## config.mk

```make
export PLATFORM = sky130hd
export DESIGN_NAME = player_input_sched_flat
export DESIGN_NICKNAME = d
export VERILOG_FILES = /design/src/rtl/player_input_sched_pkg.sv /design/src/rtl/player_input_sched_if.sv /design/src/rtl/player_input_sched_cmd.sv /design/src/rtl/player_input_sched.sv /design/src/flat_wrapper.sv
export SDC_FILE = /design/constraint.sdc
export NUM_CORES = 1
export LEC_CHECK = 0
export BUFFER_PORTS_ARGS = -buffer_cell sky130_fd_sc_hd__buf_2
export CORE_UTILIZATION = 37
export CTS_CLUSTER_SIZE = 25
export DETAILED_ROUTE_END_ITERATION = 7
export PLACE_DENSITY = 0.66
export SETUP_SLACK_MARGIN = 0.2
export SLEW_MARGIN = 20
export SYNTH_ARGS = -nofsm -noshare
export SYNTH_HDL_FRONTEND = slang
export SYNTH_SLANG_ARGS = --single-unit
```

## constraint.sdc

```tcl
create_clock -name Clk -period 3.2 [get_ports Clk]
set_input_delay 0.16 -clock Clk [delete_from_list [all_inputs] [get_ports Clk]]
set_output_delay 0.16 -clock Clk [all_outputs]
set_load 0.1 [all_outputs]
```

## src/rtl/player_input_sched_pkg.sv

```systemverilog
// Shared key codes, fire FSM states and direction type for the two-player keyboard path.
package game_keys_pkg;

   localparam logic [7:0] KEY_W     = 8'h1A;
   localparam logic [7:0] KEY_S     = 8'h16;
   localparam logic [7:0] KEY_A     = 8'h04;
   localparam logic [7:0] KEY_D     = 8'h07;
   localparam logic [7:0] KEY_SPACE = 8'h2C;
   localparam logic [7:0] KEY_UP    = 8'h52;
   localparam logic [7:0] KEY_DOWN  = 8'h51;
   localparam logic [7:0] KEY_LEFT  = 8'h50;
   localparam logic [7:0] KEY_RIGHT = 8'h4F;
   localparam logic [7:0] KEY_ENTER = 8'h28;

   typedef enum logic {
      READY = 1'b0,
      COOL  = 1'b1
   } fire_state_t;

   typedef struct packed {
      logic up;
      logic down;
      logic left;
      logic right;
   } dir_t;

   // A key is pressed if either slot carries its code; a code in both slots is one press.
   function automatic logic key_pressed(input logic [15:0] keycode, input logic [7:0] code);
      return (keycode[15:8] == code) || (keycode[7:0] == code);
   endfunction

endpackage

```

## src/rtl/player_input_sched_if.sv

```systemverilog
// Keycode input and per-player command outputs of the input scheduler.
interface player_input_sched_if;

   logic        frame_clk;
   logic [15:0] keycode;
   logic [3:0]  p1_dir;
   logic [3:0]  p2_dir;
   logic        p1_fire;
   logic        p2_fire;
   logic        p1_ready;
   logic        p2_ready;

   modport master (
      output frame_clk, keycode,
      input  p1_dir, p2_dir, p1_fire, p2_fire, p1_ready, p2_ready
   );

   modport slave (
      input  frame_clk, keycode,
      output p1_dir, p2_dir, p1_fire, p2_fire, p1_ready, p2_ready
   );

endinterface

```

## src/rtl/player_input_sched_cmd.sv

```systemverilog
// One player's command path: slot decode, opposing-axis cancel, rate-limited fire FSM.
module player_cmd
   import game_keys_pkg::*;
#(
   parameter logic [7:0]  UP_CODE         = KEY_W,
   parameter logic [7:0]  DN_CODE         = KEY_S,
   parameter logic [7:0]  LT_CODE         = KEY_A,
   parameter logic [7:0]  RT_CODE         = KEY_D,
   parameter logic [7:0]  FIRE_CODE       = KEY_SPACE,
   parameter int unsigned COOLDOWN_FRAMES = 8
) (
   input  logic        Clk,
   input  logic        Reset,
   input  logic        tick,
   input  logic [15:0] keycode,
   output dir_t        dir,
   output logic        fire,
   output logic        ready
);

   localparam bit         HAS_COOL  = (COOLDOWN_FRAMES != 32'd0);
   localparam logic [7:0] COOL_INIT = 8'(COOLDOWN_FRAMES);

   logic        up_s;
   logic        down_s;
   logic        left_s;
   logic        right_s;
   logic        fire_key_s;
   dir_t        dir_s;

   fire_state_t state_r;
   logic [7:0]  cnt_r;
   logic        fire_prev_r;
   logic        fire_r;
   dir_t        dir_r;

   // Decode both slots and cancel an axis whose two opposing keys are both held.
   always_comb begin
      up_s        = key_pressed(keycode, UP_CODE);
      down_s      = key_pressed(keycode, DN_CODE);
      left_s      = key_pressed(keycode, LT_CODE);
      right_s     = key_pressed(keycode, RT_CODE);
      fire_key_s  = key_pressed(keycode, FIRE_CODE);
      dir_s.up    = up_s & ~down_s;
      dir_s.down  = down_s & ~up_s;
      dir_s.left  = left_s & ~right_s;
      dir_s.right = right_s & ~left_s;
   end

   // Frame-tick state update: direction sample, press-edge fire and cooldown countdown.
   always_ff @(posedge Clk) begin
      if (Reset) begin
         state_r     <= READY;
         cnt_r       <= 8'd0;
         fire_prev_r <= 1'b0;
         fire_r      <= 1'b0;
         dir_r       <= 4'b0000;
      end else begin
         fire_r <= 1'b0;
         if (tick) begin
            dir_r       <= dir_s;
            fire_prev_r <= fire_key_s;
            case (state_r)
               READY: begin
                  if (fire_key_s && !fire_prev_r) begin
                     fire_r <= 1'b1;
                     if (HAS_COOL) begin
                        cnt_r   <= COOL_INIT;
                        state_r <= COOL;
                     end
                  end
               end
               COOL: begin
                  // Presses are discarded here; cnt never drops below 1 in COOL.
                  if (cnt_r == 8'd1) begin
                     state_r <= READY;
                     cnt_r   <= 8'd0;
                  end else begin
                     cnt_r <= cnt_r - 8'd1;
                  end
               end
               default: begin
                  state_r <= READY;
                  cnt_r   <= 8'd0;
               end
            endcase
         end
      end
   end

   assign dir   = dir_r;
   assign fire  = fire_r;
   assign ready = (state_r == READY);

endmodule

```

## src/rtl/player_input_sched.sv

```systemverilog
// Frame-rate keyboard command scheduler: detects the frame tick and feeds two player_cmd blocks.
module player_input_sched
   import game_keys_pkg::*;
#(
   parameter int unsigned COOLDOWN_FRAMES = 8
) (
   input logic                 Clk,
   input logic                 Reset,
   player_input_sched_if.slave bus
);

   logic frame_clk_d_r;
   logic tick_s;
   dir_t p1_dir_s;
   dir_t p2_dir_s;
   logic p1_fire_s;
   logic p2_fire_s;
   logic p1_ready_s;
   logic p2_ready_s;

   // Delayed frame strobe; resets high so a strobe already high at release is not a tick.
   always_ff @(posedge Clk) begin
      if (Reset) begin
         frame_clk_d_r <= 1'b1;
      end else begin
         frame_clk_d_r <= bus.frame_clk;
      end
   end

   assign tick_s = bus.frame_clk & ~frame_clk_d_r;

   player_cmd #(
      .UP_CODE         (KEY_W),
      .DN_CODE         (KEY_S),
      .LT_CODE         (KEY_A),
      .RT_CODE         (KEY_D),
      .FIRE_CODE       (KEY_SPACE),
      .COOLDOWN_FRAMES (COOLDOWN_FRAMES)
   ) u_p1 (
      .Clk     (Clk),
      .Reset   (Reset),
      .tick    (tick_s),
      .keycode (bus.keycode),
      .dir     (p1_dir_s),
      .fire    (p1_fire_s),
      .ready   (p1_ready_s)
   );

   player_cmd #(
      .UP_CODE         (KEY_UP),
      .DN_CODE         (KEY_DOWN),
      .LT_CODE         (KEY_LEFT),
      .RT_CODE         (KEY_RIGHT),
      .FIRE_CODE       (KEY_ENTER),
      .COOLDOWN_FRAMES (COOLDOWN_FRAMES)
   ) u_p2 (
      .Clk     (Clk),
      .Reset   (Reset),
      .tick    (tick_s),
      .keycode (bus.keycode),
      .dir     (p2_dir_s),
      .fire    (p2_fire_s),
      .ready   (p2_ready_s)
   );

   assign bus.p1_dir   = p1_dir_s;
   assign bus.p2_dir   = p2_dir_s;
   assign bus.p1_fire  = p1_fire_s;
   assign bus.p2_fire  = p2_fire_s;
   assign bus.p1_ready = p1_ready_s;
   assign bus.p2_ready = p2_ready_s;

endmodule

```

## src/flat_wrapper.sv

```systemverilog
// flat-port wrapper written by rule: the top's interface ports become plain ports
module player_input_sched_flat import game_keys_pkg::*;
#(
   parameter int unsigned COOLDOWN_FRAMES = 8
)
  (Clk, Reset, bus_frame_clk, bus_keycode, bus_p1_dir, bus_p2_dir, bus_p1_fire, bus_p2_fire, bus_p1_ready, bus_p2_ready);
  player_input_sched_if bus_i ();
  input logic Clk;
  input logic Reset;
  input wire logic [$bits(bus_i.frame_clk)-1:0] bus_frame_clk;
  input wire logic [$bits(bus_i.keycode)-1:0] bus_keycode;
  output wire logic [$bits(bus_i.p1_dir)-1:0] bus_p1_dir;
  output wire logic [$bits(bus_i.p2_dir)-1:0] bus_p2_dir;
  output wire logic [$bits(bus_i.p1_fire)-1:0] bus_p1_fire;
  output wire logic [$bits(bus_i.p2_fire)-1:0] bus_p2_fire;
  output wire logic [$bits(bus_i.p1_ready)-1:0] bus_p1_ready;
  output wire logic [$bits(bus_i.p2_ready)-1:0] bus_p2_ready;
  assign bus_i.frame_clk = bus_frame_clk;
  assign bus_i.keycode = bus_keycode;
  assign bus_p1_dir = bus_i.p1_dir;
  assign bus_p2_dir = bus_i.p2_dir;
  assign bus_p1_fire = bus_i.p1_fire;
  assign bus_p2_fire = bus_i.p2_fire;
  assign bus_p1_ready = bus_i.p1_ready;
  assign bus_p2_ready = bus_i.p2_ready;
  player_input_sched #(.COOLDOWN_FRAMES(COOLDOWN_FRAMES)) u_core (.Clk(Clk), .Reset(Reset), .bus(bus_i));
endmodule
```

## After elaboration in Yosys (flattened, before gate mapping)

Index checks and enable logic that the tools add are counted.

- Add/sub/neg operators: 2
- Equality and inequality tests: 24
- Multiplexer cells: 12
- Bitwise gates (word level): 21
- Reduce and logical (&&, ||, !) cells: 18

Operator list:

| operator | number |
|---|---|
| 8-bit by 7-bit equality test with 1-bit output, second input constant | 8 |
| 8-bit by 3-bit equality test with 1-bit output, second input constant | 4 |
| 8-bit by 5-bit equality test with 1-bit output, second input constant | 4 |
| 8-bit by 6-bit equality test with 1-bit output, second input constant | 4 |
| 8-bit two-way mux | 4 |
| 8-bit case mux with 2 select lines | 2 |
| 8-bit by 1-bit equality test with 1-bit output, second input constant | 2 |
| 8-bit by 1-bit subtractor with 8-bit output, second input constant | 2 |
| 1-bit inverter | 12 |
| 1-bit logical OR | 10 |
| 1-bit AND | 9 |
| 3-bit OR reduction | 2 |
| 1-bit two-way mux | 4 |
| 2-bit by 1-bit inequality test with 1-bit output, second input constant | 2 |
| 1-bit case mux with 2 select lines | 2 |
| 2-bit AND reduction | 2 |
| 1-bit logical AND | 2 |
| 1-bit zero test | 2 |

- Flip-flop bits (word level): 31
- Bits of input ports: 19
- Output and inout port bits: 12
- Word-level logic and storage cells: 94

## Depth between registers and ports, before layout

- Depth after elaboration: 5
- Mapped depth: 7
- Gate-level depth less buffers: 7

## Hierarchy

From an unflattened synthesis, not the netlist that was laid out.

- Cell total of the unflattened synthesis: 247
- Area, all modules: 1944.4 um^2

Modules (own cells, without submodules):

| module | instances | cells an instance | area each (um^2) |
|---|---|---|---|
| player_cmd (u_core.u_p1) | 1 | 118 | 957.2 |
| player_cmd (u_core.u_p2) | 1 | 126 | 954.7 |
| player_input_sched | 1 | 3 | 32.5 |

## Least setup slack after synthesis

No wires, ideal clock.

- Path type: register to register
- From: register u_core.u_p2.cnt_r[4]
- To: register u_core.u_p2.cnt_r[5]
- Setup time: 0.141 ns
- Data arrival time: 1.611 ns
- Required time: 3.059 ns
- Slack: 1.448 ns
- Stages on the path, launching flop included: 6
- Clock period less this slack: 1.752 ns
- Path through: dfxtp_1 or4_1 o41ai_2 nor2_1 a31oi_1 a311oi_1

- Longest elaborated chain between the ends: 3
- Elaborated cells on any way between the ends: 4

RTL lines:

| what | RTL line | RTL |
|---|---|---|
| start, declared | player_input_sched_cmd.sv:32 | `logic [7:0] cnt_r;` |
| start signal, assigned | player_input_sched_cmd.sv:79 | `cnt_r <= cnt_r - 8'd1;` |
| 8-bit by 1-bit subtractor with 8-bit output / 8-bit by 1-bit equality test with 1-bit output (equally long branches) | player_input_sched_cmd.sv:79, player_input_sched_cmd.sv:75 |  |
| 8-bit two-way mux * | player_input_sched_cmd.sv:75 | `if (cnt_r == 8'd1) begin` |
| 8-bit case mux with 2 select lines * | player_input_sched_cmd.sv:63 | `case (state_r)` |

Mark *: on every way between the ends. The rest lies on a longest branch, timed or not.
A chain may end at the register's enable or synchronous reset.

## Final worst setup path

- From: register u_core.u_p2.cnt_r[4]
- To: register u_core.u_p2.cnt_r[7]

Same word-level chain as after synthesis.

==> results.txt <==
crit start category: register
cells along the critical path: or4_1 > o41ai_2 > nor2_1 > a31oi_1 > a311oi_1
layout cells sized above 1: 18.01%
most frequent cell after synthesis: dfxtp_1
Die H: 73.96 um
Syn Nets: 266
clk slew on worst S/H paths: 60 ps
prevailing post-synth register cell: dfxtp_1
Worst EP required: 3340 ps
max_slew headroom: 54.81%
YS warnings: 0
Clock power frac: 42.6%
Pins Over Slew Limit: 0
delay-heaviest family, CP: simple AND/OR/NAND/NOR gates
Tmin final: 2017 ps
DRT antenna net count: 0
Sw Ratio: 27.14%
Mean Syn Cell Area: 7.883 um^2
vias per std cell: 5.667
Port-buffer cells: 30
commonest cells in the netlist: dfxtp_1 (31), nor2_1 (29), a21oi_1 (17)
postcts setup bufs: 0
CP max FO: 5
via count: 1,921
sequential share of power: 42.6%
gr usage total: 17.92%
Post-Syn Instances: 243
Net Switching: 0.2556 mW
pin count of the biggest net entering global routing: 34
count of cell types in the netlist: 52
final hold vios: 0
ys async rst share: 0%
drt wl/cell: 13.39 um
# IOs: 31
row cnt: 25
Finished Cell Area: 0.002228 mm^2
TritonCTS clock tree: done
CTS Root Cell: clkbuf_8
die footprint: 0.005469 mm^2
Power per Cell Area: 422.6 mW/mm^2
TNS Setup: 0 ps
Nets: 294
# diodes: 0
Post-Syn Area: 0.001916 mm^2
fmax: 0.4958 GHz
DRC viols: 0
RSZ-0062 raised after global routing: false
Initial Util: 39.51%
Final Skew: 5.511 ps
Combinational Power Share: 14.7%
Hold Crit Depth: 2
area growth from synthesis to layout: 16.33%
hpwl dp: 3243 um
largest stage delay on the critical path: 600 ps
Routed Wire Length: 4540 um
Buf/Inv on CP: 0
worst setup path class: reg2reg
Worst EP arrival: 2160 ps
IR drop worst, VDD: 0.0002353 V
status: complete, no violations
CTS Sinks: 31
Max stage delay cell, worst path: or4_1
top-area cell type share of the netlist area: 32.40%
H-Tree Depth: 2
Static Leak: 0.7657 nW
worst r2r path cells: 5
GRT overflow: 0
sequential area share after synthesis: 32.40%
CTS resizes: 0
internal power: 0.6861 mW
core area: 0.004848 mm^2
1st-pass router iterations: 5
EDFF count, synth: 0
placed cell areas: 0.002111 mm^2
Area contributors post-synth: dfxtp_1 (32%), nor2_1 (5.7%), a21oi_1 (4.4%), or3_1 (3.6%), nor3_1 (3.4%)
post-route clock period utilization: 63.02%
gpl congestion: 0.9490
CTS Hold Bufs: 0
CTS Buf Count: 5
chip width: 73.96 um
initial antenna violation count: 0
Clk Latency, worst-skew pair: 280 ps
# fillers: 504
vias in the first global route: 1,628
Yosys top cell by area: dfxtp_1
Synth Register Bits: 31
critical path depth in cells: 5
initial drt markers: 138
Hold WC Path Type: in2reg
Final Setup Violations: 0
first-pass GRT wire length: 7679 um
measured slew at the worst slew-check pin: 677.9 ps
largest buffer count on any clock path: 2
maxcap violations: 0
CP Capture Type: register
-- layer usage --
metal | part of all wire (%) | up-vias | GRT usage, %
li1 | - | 975 | -
met1 | 48 | 889 | 24.54
met3 | 5.5 | 6 | 4.065
met5 | 0 | - | 0
met4 | 0.88 | 0 | 4.915
met2 | 46 | 51 | 28.28
-- power groups by stage --
stage	clock network (mW)	registers, mW	logic, mW
2_1_floorplan	0	0.435	0.0741
3_3_place_gp	0	0.410	0.137
6_report	0.402	0.401	0.139
4_1_cts	0.407	0.401	0.139
3_5_place_dp	0	0.410	0.138
5_1_grt	0.429	0.403	0.152
-- state kept, by name, indices dropped and copies added, names as in the netlist --
signal                   count
u_core.u_p1.cnt_r            8
u_core.u_p2.cnt_r            8
u_core.u_p1.dir              4
u_core.u_p2.dir              4
u_core.frame_clk_d_r         1
u_core.u_p1.fire             1
u_core.u_p1.fire_prev_r      1
u_core.u_p1.state_r          1
u_core.u_p2.fire             1
u_core.u_p2.fire_prev_r      1
u_core.u_p2.state_r          1
-- placed cells by master, fill, tap and decap left out, drive strengths merged, types with 3 or more instances in the layout --
cell     n
dfxtp   31
buf     31
nor2    29
a21oi   19
inv     13
nor3    13
nand2   12
or3     11
o21ai   10
a31oi    8
nand3    7
o31ai    7
clkbuf   6
nor4     5
a211oi   5
or4      4
nor2b    4
nand2b   4
or2      4
a311oi   4
nor3b    4
ha       4
nor4b    3
or4b     3
-- worst register-to-register path, cell delays in order (launching register included) --
cell and delay [ps]:
dfxtp_1 340, or4_1 600, o41ai_2 460, nor2_1 190, a31oi_1 220, a311oi_1 70
-- metrics by stage --
step	setup WS (ps)	utilization, %	power, mW	hold WS, ps	cells
after CTS	1170	45.96	0.9472	88.60	339
after floorplan	1448	-	0.5095	266.6	243
after global routing	1047	45.96	0.9841	99.85	339
after global placement	1193	43.54	0.5468	382.0	331
after detailed placement	1181	43.54	0.5483	379.1	331
final	1183	45.96	0.9418	90.48	339
-- path summary, 6_finish.rpt --
| path | to | slack [ps] | startpoint |
|---|---|---|---|
| max | u_core.u_p2.cnt_r[7]$_SDFFE_PP0P_ | 1180 | u_core.u_p2.cnt_r[4]$_SDFFE_PP0P_ |
| min | u_core.frame_clk_d_r$_SDFF_PP1_ | 90 | bus_frame_clk |
| max reg2reg | u_core.u_p2.cnt_r[7]$_SDFFE_PP0P_ | 1180 | u_core.u_p2.cnt_r[4]$_SDFFE_PP0P_ |
| min reg2reg | u_core.u_p2.dir[1]$_SDFFE_PP0P_ | 460 | u_core.u_p2.dir[1]$_SDFFE_PP0P_ |
-- cell families (layout without fill, tap and decap cells) --
| kind of cell | after synthesis | in the layout | share of synthesized area, % |
|---|---|---|---|
| AND/OR/NAND/NOR | 115 | 115 | 34.16 |
| AO/OA/AOI/OAI | 68 | 68 | 24.95 |
| flip-flops | 31 | 31 | 32.40 |
| buffers and inverters | 23 | 52 | 4.964 |
| adder cells (fa/ha/maj) | 4 | 4 | 2.613 |
| XOR/XNOR | 2 | 2 | 0.9146 |
-- area by class of cell --
type | instances | area (um^2) | share of cell area [%]
clock buffer | 6 | 82.58 | 3.706
tap | 67 | 83.83 | 3.762
sequential | 31 | 620.6 | 27.85
clock inverter | 2 | 35.03 | 1.572
timing repair buffer | 31 | 157.7 | 7.075
inverter | 13 | 48.80 | 2.190
multi-input combinational | 189 | 1200 | 53.85
(Power assumes the default switching activity.)
